===== src/rtl/div_pkg.sv =====
// rtl/div_pkg.sv - divider state encodings, handshake levels and helpers
package div_pkg;

  localparam logic [1:0] DIV_FREE    = 2'b00;
  localparam logic [1:0] DIV_BY_ZERO = 2'b01;
  localparam logic [1:0] DIV_ON      = 2'b10;
  localparam logic [1:0] DIV_END     = 2'b11;

  localparam logic DIV_RESULT_READY     = 1'b1;
  localparam logic DIV_RESULT_NOT_READY = 1'b0;
  localparam logic DIV_START            = 1'b1;
  localparam logic DIV_STOP             = 1'b0;

  localparam logic [31:0] ZERO_WORD = 32'h0000_0000;

  function automatic logic [31:0] neg32(input logic [31:0] v);
    return ~v + 32'd1;
  endfunction

endpackage


===== src/rtl/div.sv =====
// rtl/div.sv - iterative radix-2 restoring divider for DIV/DIVU in the execute stage
module div
  import div_pkg::*;
(
  input  logic        clk,
  input  logic        rst,
  input  logic        signed_div,
  input  logic [31:0] opdata1,
  input  logic [31:0] opdata2,
  input  logic        start,
  input  logic        annul,
  output logic [63:0] result,
  output logic        ready
);

  logic [1:0]  state;
  logic [5:0]  cnt;
  logic [64:0] dividend;
  logic [31:0] divisor;
  logic        sign_q;
  logic        sign_r;

  logic [31:0] abs1;
  logic [31:0] abs2;
  logic [32:0] diff;
  logic [31:0] quot_fix;
  logic [31:0] rem_fix;

  // Magnitudes feed the unsigned core; signs are restored once the loop ends.
  assign abs1 = (signed_div && opdata1[31]) ? neg32(opdata1) : opdata1;
  assign abs2 = (signed_div && opdata2[31]) ? neg32(opdata2) : opdata2;

  assign diff = dividend[64:32] - {1'b0, divisor};

  assign quot_fix = sign_q ? neg32(dividend[31:0])  : dividend[31:0];
  assign rem_fix  = sign_r ? neg32(dividend[64:33]) : dividend[64:33];

  always_ff @(posedge clk or posedge rst) begin
    if (rst) begin
      state    <= DIV_FREE;
      cnt      <= 6'd0;
      dividend <= 65'd0;
      divisor  <= ZERO_WORD;
      sign_q   <= 1'b0;
      sign_r   <= 1'b0;
      result   <= {ZERO_WORD, ZERO_WORD};
      ready    <= DIV_RESULT_NOT_READY;
    end else if (annul) begin
      state  <= DIV_FREE;
      result <= {ZERO_WORD, ZERO_WORD};
      ready  <= DIV_RESULT_NOT_READY;
    end else begin
      case (state)
        DIV_FREE: begin
          result <= {ZERO_WORD, ZERO_WORD};
          ready  <= DIV_RESULT_NOT_READY;
          if (start == DIV_START) begin
            divisor <= abs2;
            sign_q  <= signed_div & (opdata1[31] ^ opdata2[31]);
            sign_r  <= signed_div & opdata1[31];
            if (opdata2 == ZERO_WORD) begin
              state <= DIV_BY_ZERO;
            end else begin
              dividend <= {ZERO_WORD, abs1, 1'b0};
              cnt      <= 6'd0;
              state    <= DIV_ON;
            end
          end
        end
        DIV_BY_ZERO: begin
          result <= {ZERO_WORD, ZERO_WORD};
          ready  <= DIV_RESULT_READY;
          state  <= DIV_END;
        end
        DIV_ON: begin
          if (cnt != 6'd32) begin
            // Partial remainder sits in [64:33]; quotient bits shift in at [0].
            if (diff[32]) begin
              dividend <= {dividend[63:0], 1'b0};
            end else begin
              dividend <= {diff[31:0], dividend[31:0], 1'b1};
            end
            cnt <= cnt + 6'd1;
          end else begin
            result <= {rem_fix, quot_fix};
            ready  <= DIV_RESULT_READY;
            cnt    <= 6'd0;
            state  <= DIV_END;
          end
        end
        DIV_END: begin
          if (start == DIV_STOP) begin
            result <= {ZERO_WORD, ZERO_WORD};
            ready  <= DIV_RESULT_NOT_READY;
            state  <= DIV_FREE;
          end
        end
        default: begin
          state <= DIV_FREE;
        end
      endcase
    end
  end

endmodule


===== config.mk =====
export PLATFORM = sky130hd
export DESIGN_NAME = div
export DESIGN_NICKNAME = d
export VERILOG_FILES = /design/src/rtl/div_pkg.sv /design/src/rtl/div.sv
export SDC_FILE = /design/constraint.sdc
export NUM_CORES = 1
export LEC_CHECK = 0
export CORE_MARGIN = 1
export CORE_UTILIZATION = 47
export DETAILED_ROUTE_END_ITERATION = 8
export PLACE_DENSITY = 0.8
export SETUP_SLACK_MARGIN = 0.3
export SLEW_MARGIN = 20
export SYNTH_ARGS = -nofsm -noshare
export SYNTH_HDL_FRONTEND = slang
export SYNTH_SLANG_ARGS = --single-unit

===== constraint.sdc =====
create_clock -name clk -period 6.45 [get_ports clk]
set_clock_uncertainty 0.15 [all_clocks]
set_input_delay 1.29 -clock clk [delete_from_list [all_inputs] [get_ports clk]]
set_output_delay 1.29 -clock clk [all_outputs]
set_load 0.01 [all_outputs]

==> run summary <==
STA puts the critical path data arrival time at about 5.0 ns. The highest cell delay on the worst timing path is 0.63 ns. The region available for standard cell placement spans between 20000 and 25000 um2.

The detailed router used layers up to and including met4. The total setup buffers inserted after CTS is 0. The global routing usage summed across all routing layers came out at 23.5%. Of all nets on the critical path, the largest fanout is 27. Measured along the x axis, the die boundary spans 157 um. The number of buffers between clock root and the deepest sink is 2. The share of the cycle needed by the critical path after routing is 76.3%. At the end of routability-driven placement, the weighted congestion stood at between 0.9 and 1. The number of non-filler instances in the completed layout is 1776. The minimum clock period after layout is 4.92 ns. The floorplan die area is approximately 25000 um2. The number of gates resized after CTS was 0. The first routing iteration left slightly below 600 violations. In this design, the largest share of critical-path delay is due to simple AND/OR/NAND/NOR gates. The H-tree generated during clock tree synthesis spans 4 levels. The clock network latency to the later pin of the worst-skew pair is between 0.4 and 0.5 ns. The CTS buffer count came out at 17. For this run, design rule violations remaining after detail routing come to 0. On the critical path, the stage with the largest delay is an instance of sky130_fd_sc_hd__or4_1. The chip height came out at about 160 um.

The worst setup path is launched from an input pin. The total chip power is 7.31 mW. The cell type with the highest aggregate area in the netlist is sky130_fd_sc_hd__dfrtp_1. The count of warnings emitted by yosys is 0. Counting every net in the synthesized netlist gives ~1500. The number of global-route vias before repair came out at 9084. The number of antenna violations at the first check in global routing was 0. The starting density of the core came out at 48.1%.

Entering global routing, the biggest net connects 90 pins. The number of port buffers is 133. The via density per instance is 5.63. The number of flops mapped to enable cells by yosys came out at 0. The clock net in this run drives a total of 172 sinks.

The count of final setup violators is 0. The number of standard cells after synthesis came out at approximately 1300. For this run, the leading register cell type out of synthesis is sky130_fd_sc_hd__dfrtp_1.

The power density over the cells is 542 nW/um2. STA classifies the critical path endpoint as a flip-flop. The critical path is of the input pin to flip-flop type. Summed over all nets, the half-perimeter wirelength after detailed placement is 21.2 mm.

The detailed-route wire length on metal 1 is 13.9 mm. Setup repair after global routing left no endpoint under its margin. In the post-synthesis netlist, the biggest area contributors are sky130_fd_sc_hd__dfrtp_1 38%, sky130_fd_sc_hd__o21ai_0 8.6%, sky130_fd_sc_hd__nand2_1 7.4%, sky130_fd_sc_hd__xor2_1 6.5%, sky130_fd_sc_hd__ha_1 4.7%. The number of antenna cells inserted came out at 0. The routed via count came out at ~10000. The worst slew slack as a fraction of its limit came out at 29.1%.

The required time reported for the critical path endpoint is 6.57 ns. The critical path goes through clkdlybuf4s50_1 > or4_1 > nor4b_1 > nand4_1 > o41ai_1 > a21oi_1 > and2_1 > nand2_1 > o21ai_0. The total overflow reported by the global router is 0.

Counting both buffers and inverters, the worst setup path holds a total of 1. The most common cell in the netlist is sky130_fd_sc_hd__nand2_1. In this run, placement finished with an instance count of 1744. The clock transition at the registers of the reported paths is 0.07 ns. The detail-routed net length per standard cell is 15.9 um.

Based on the critical path, the design can be clocked at up to 0.203 GHz. The max-cap check violation count is 0. In this run the cell area of the synthesized design comes to roughly 11000 um2.

The wire length on met3 is about 1.7 mm. The worst slack on hold paths came out at 0.329 ns. The worst supply voltage drop on vdd is ~0.32 mV.

The number of distinct library cells after synthesis is 59. The layout overhead on the synthesized area is 19.5%. The share of the Yosys chip area taken by registers is 38.2%. The total number of nets in the final design is approximately 1600. The commonest cells after synthesis are 221 x sky130_fd_sc_hd__nand2_1, 194 x sky130_fd_sc_hd__o21ai_0, 172 x sky130_fd_sc_hd__dfrtp_1. The flow ran to the end, and the final reports show no timing, DRC or antenna violations. The first detailed-routing pass ran for 5 iterations. The share of synthesized flip-flops with an asynchronous set or reset came out at 100%.

The count of endpoints failing hold in the final timing report was 0. The total wire length is 28.2 mm. TritonCTS built the clock tree. The type of the most critical hold path is flip-flop to flip-flop. The I/O pin count came out at 134. The share of final-layout standard cells stronger than drive strength 1 came out at 4.12%. The top-area cell type share of the netlist area came out at approximately two fifths. The initialized floorplan defines 56 standard-cell rows. The total met2 wirelength after detailed routing is 12.2 mm. Clock tree synthesis selected as its root buffer the cell sky130_fd_sc_hd__clkbuf_16. The first global-routing pass estimated 46.2 mm of wire. The share of the core filled with cells came out at 57.4%. Averaged over all synthesized cells, the footprint is 8.37 um2.

The total of hold buffers inserted after clock tree synthesis came out at 0. The total count of max-transition violations in the final report came out at 0. The slew at the pin with the worst max-slew slack is around 1.1 ns. For this design the static power due to leakage is 5.60 nW. The number of antenna-violating nets in the routed design is 0. The summed negative setup slack over all endpoints came out at 0 ns. After synthesis the netlist holds a flip-flop and latch count of 172.
## per-layer routing
metal / up-vias / track usage [%]
li1: 4954 / -
met1: 4722 / 35.4
met2: 293 / 35.0
met3: 24 / 3.99
met4: 0 / 5.09
met5: - / 0
## cells in the final DEF (no fill, tap or decap), types with 19 or more instances in the layout
cell type	count
sky130_fd_sc_hd__nor2_1	75
sky130_fd_sc_hd__mux2i_1	34
sky130_fd_sc_hd__o31ai_1	45
sky130_fd_sc_hd__nor3_1	19
sky130_fd_sc_hd__clkdlybuf4s50_1	133
sky130_fd_sc_hd__o21ai_0	194
sky130_fd_sc_hd__nand2_1	220
sky130_fd_sc_hd__xor2_1	84
sky130_fd_sc_hd__ha_1	41
sky130_fd_sc_hd__a21oi_1	84
sky130_fd_sc_hd__xnor2_1	58
sky130_fd_sc_hd__inv_1	49
sky130_fd_sc_hd__dfrtp_1	172
## power by group
part           total (mW)  switching [mW]  internal (mW)  leakage [nW]
clock network        1.08           0.488          0.593         0.301
registers            2.04           0.554           1.49          2.29
logic                4.19            2.39           1.80          3.01
## worst min-delay path, cell delays in order (launching register included)
cell and delay [ns]:
sky130_fd_sc_hd__dfrtp_1 0.35, sky130_fd_sc_hd__nand2_1 0.04, sky130_fd_sc_hd__o21ai_0 0.05
## layout make-up
cell class                 count  area [um2]
clock buffer                  17         425
clock inverter                15         193
fill                        2075        9990
inverter                      50         193
multi-input combinational   1060        6560
sequential                   172        4300
tap                          319         399
timing repair buffer         143        1410
## path summary, 6_finish.rpt
check | slack [ns] | startpoint | cells after the start | endpoint
worst max-delay path | 1.53 | opdata2[7] | 9 | dividend[41]$_DFFE_PP0P_
worst min register to register | 0.33 | divisor[27]$_DFFE_PP0P_ | 2 | divisor[27]$_DFFE_PP0P_
worst max register to register | 2.47 | dividend[49]$_DFFE_PP0P_ | 10 | dividend[43]$_DFFE_PP0P_
min in group asynchronous | 1.19 | rst | 2 | result[17]$_DFFE_PP0P_
worst min-delay path | 0.33 | divisor[27]$_DFFE_PP0P_ | 2 | divisor[27]$_DFFE_PP0P_
max in group asynchronous | 3.81 | rst | 3 | result[39]$_DFFE_PP0P_
## cells by family (layout without fill, tap and decap cells)
logic type	Yosys count	after routing	synth area share, %
simple gates	438	438	17.8
xor+xnor	143	143	11.1
buf+inv	116	225	3.88
compound gates	401	401	21.1
fa+ha+maj	43	43	4.84
flops	172	172	38.2
mux	35	35	3.12
## state kept, by name (all words and copies together) (netlist names)
register and count:
dividend 65, result 64, divisor 32, cnt 6, state 2, ready 1
sign_q 1, sign_r 1
## through the flow
step / cell area, um2 / worst slack, ns
floorplan: 11300 / 0.350
global placement: 12900 / 1.22
detailed placement: 12900 / 1.06
CTS: 13500 / 1.52
global route: 13500 / 1.26
finish: 13500 / 1.53
No activity file was read; power rests on OpenSTA's default activity.
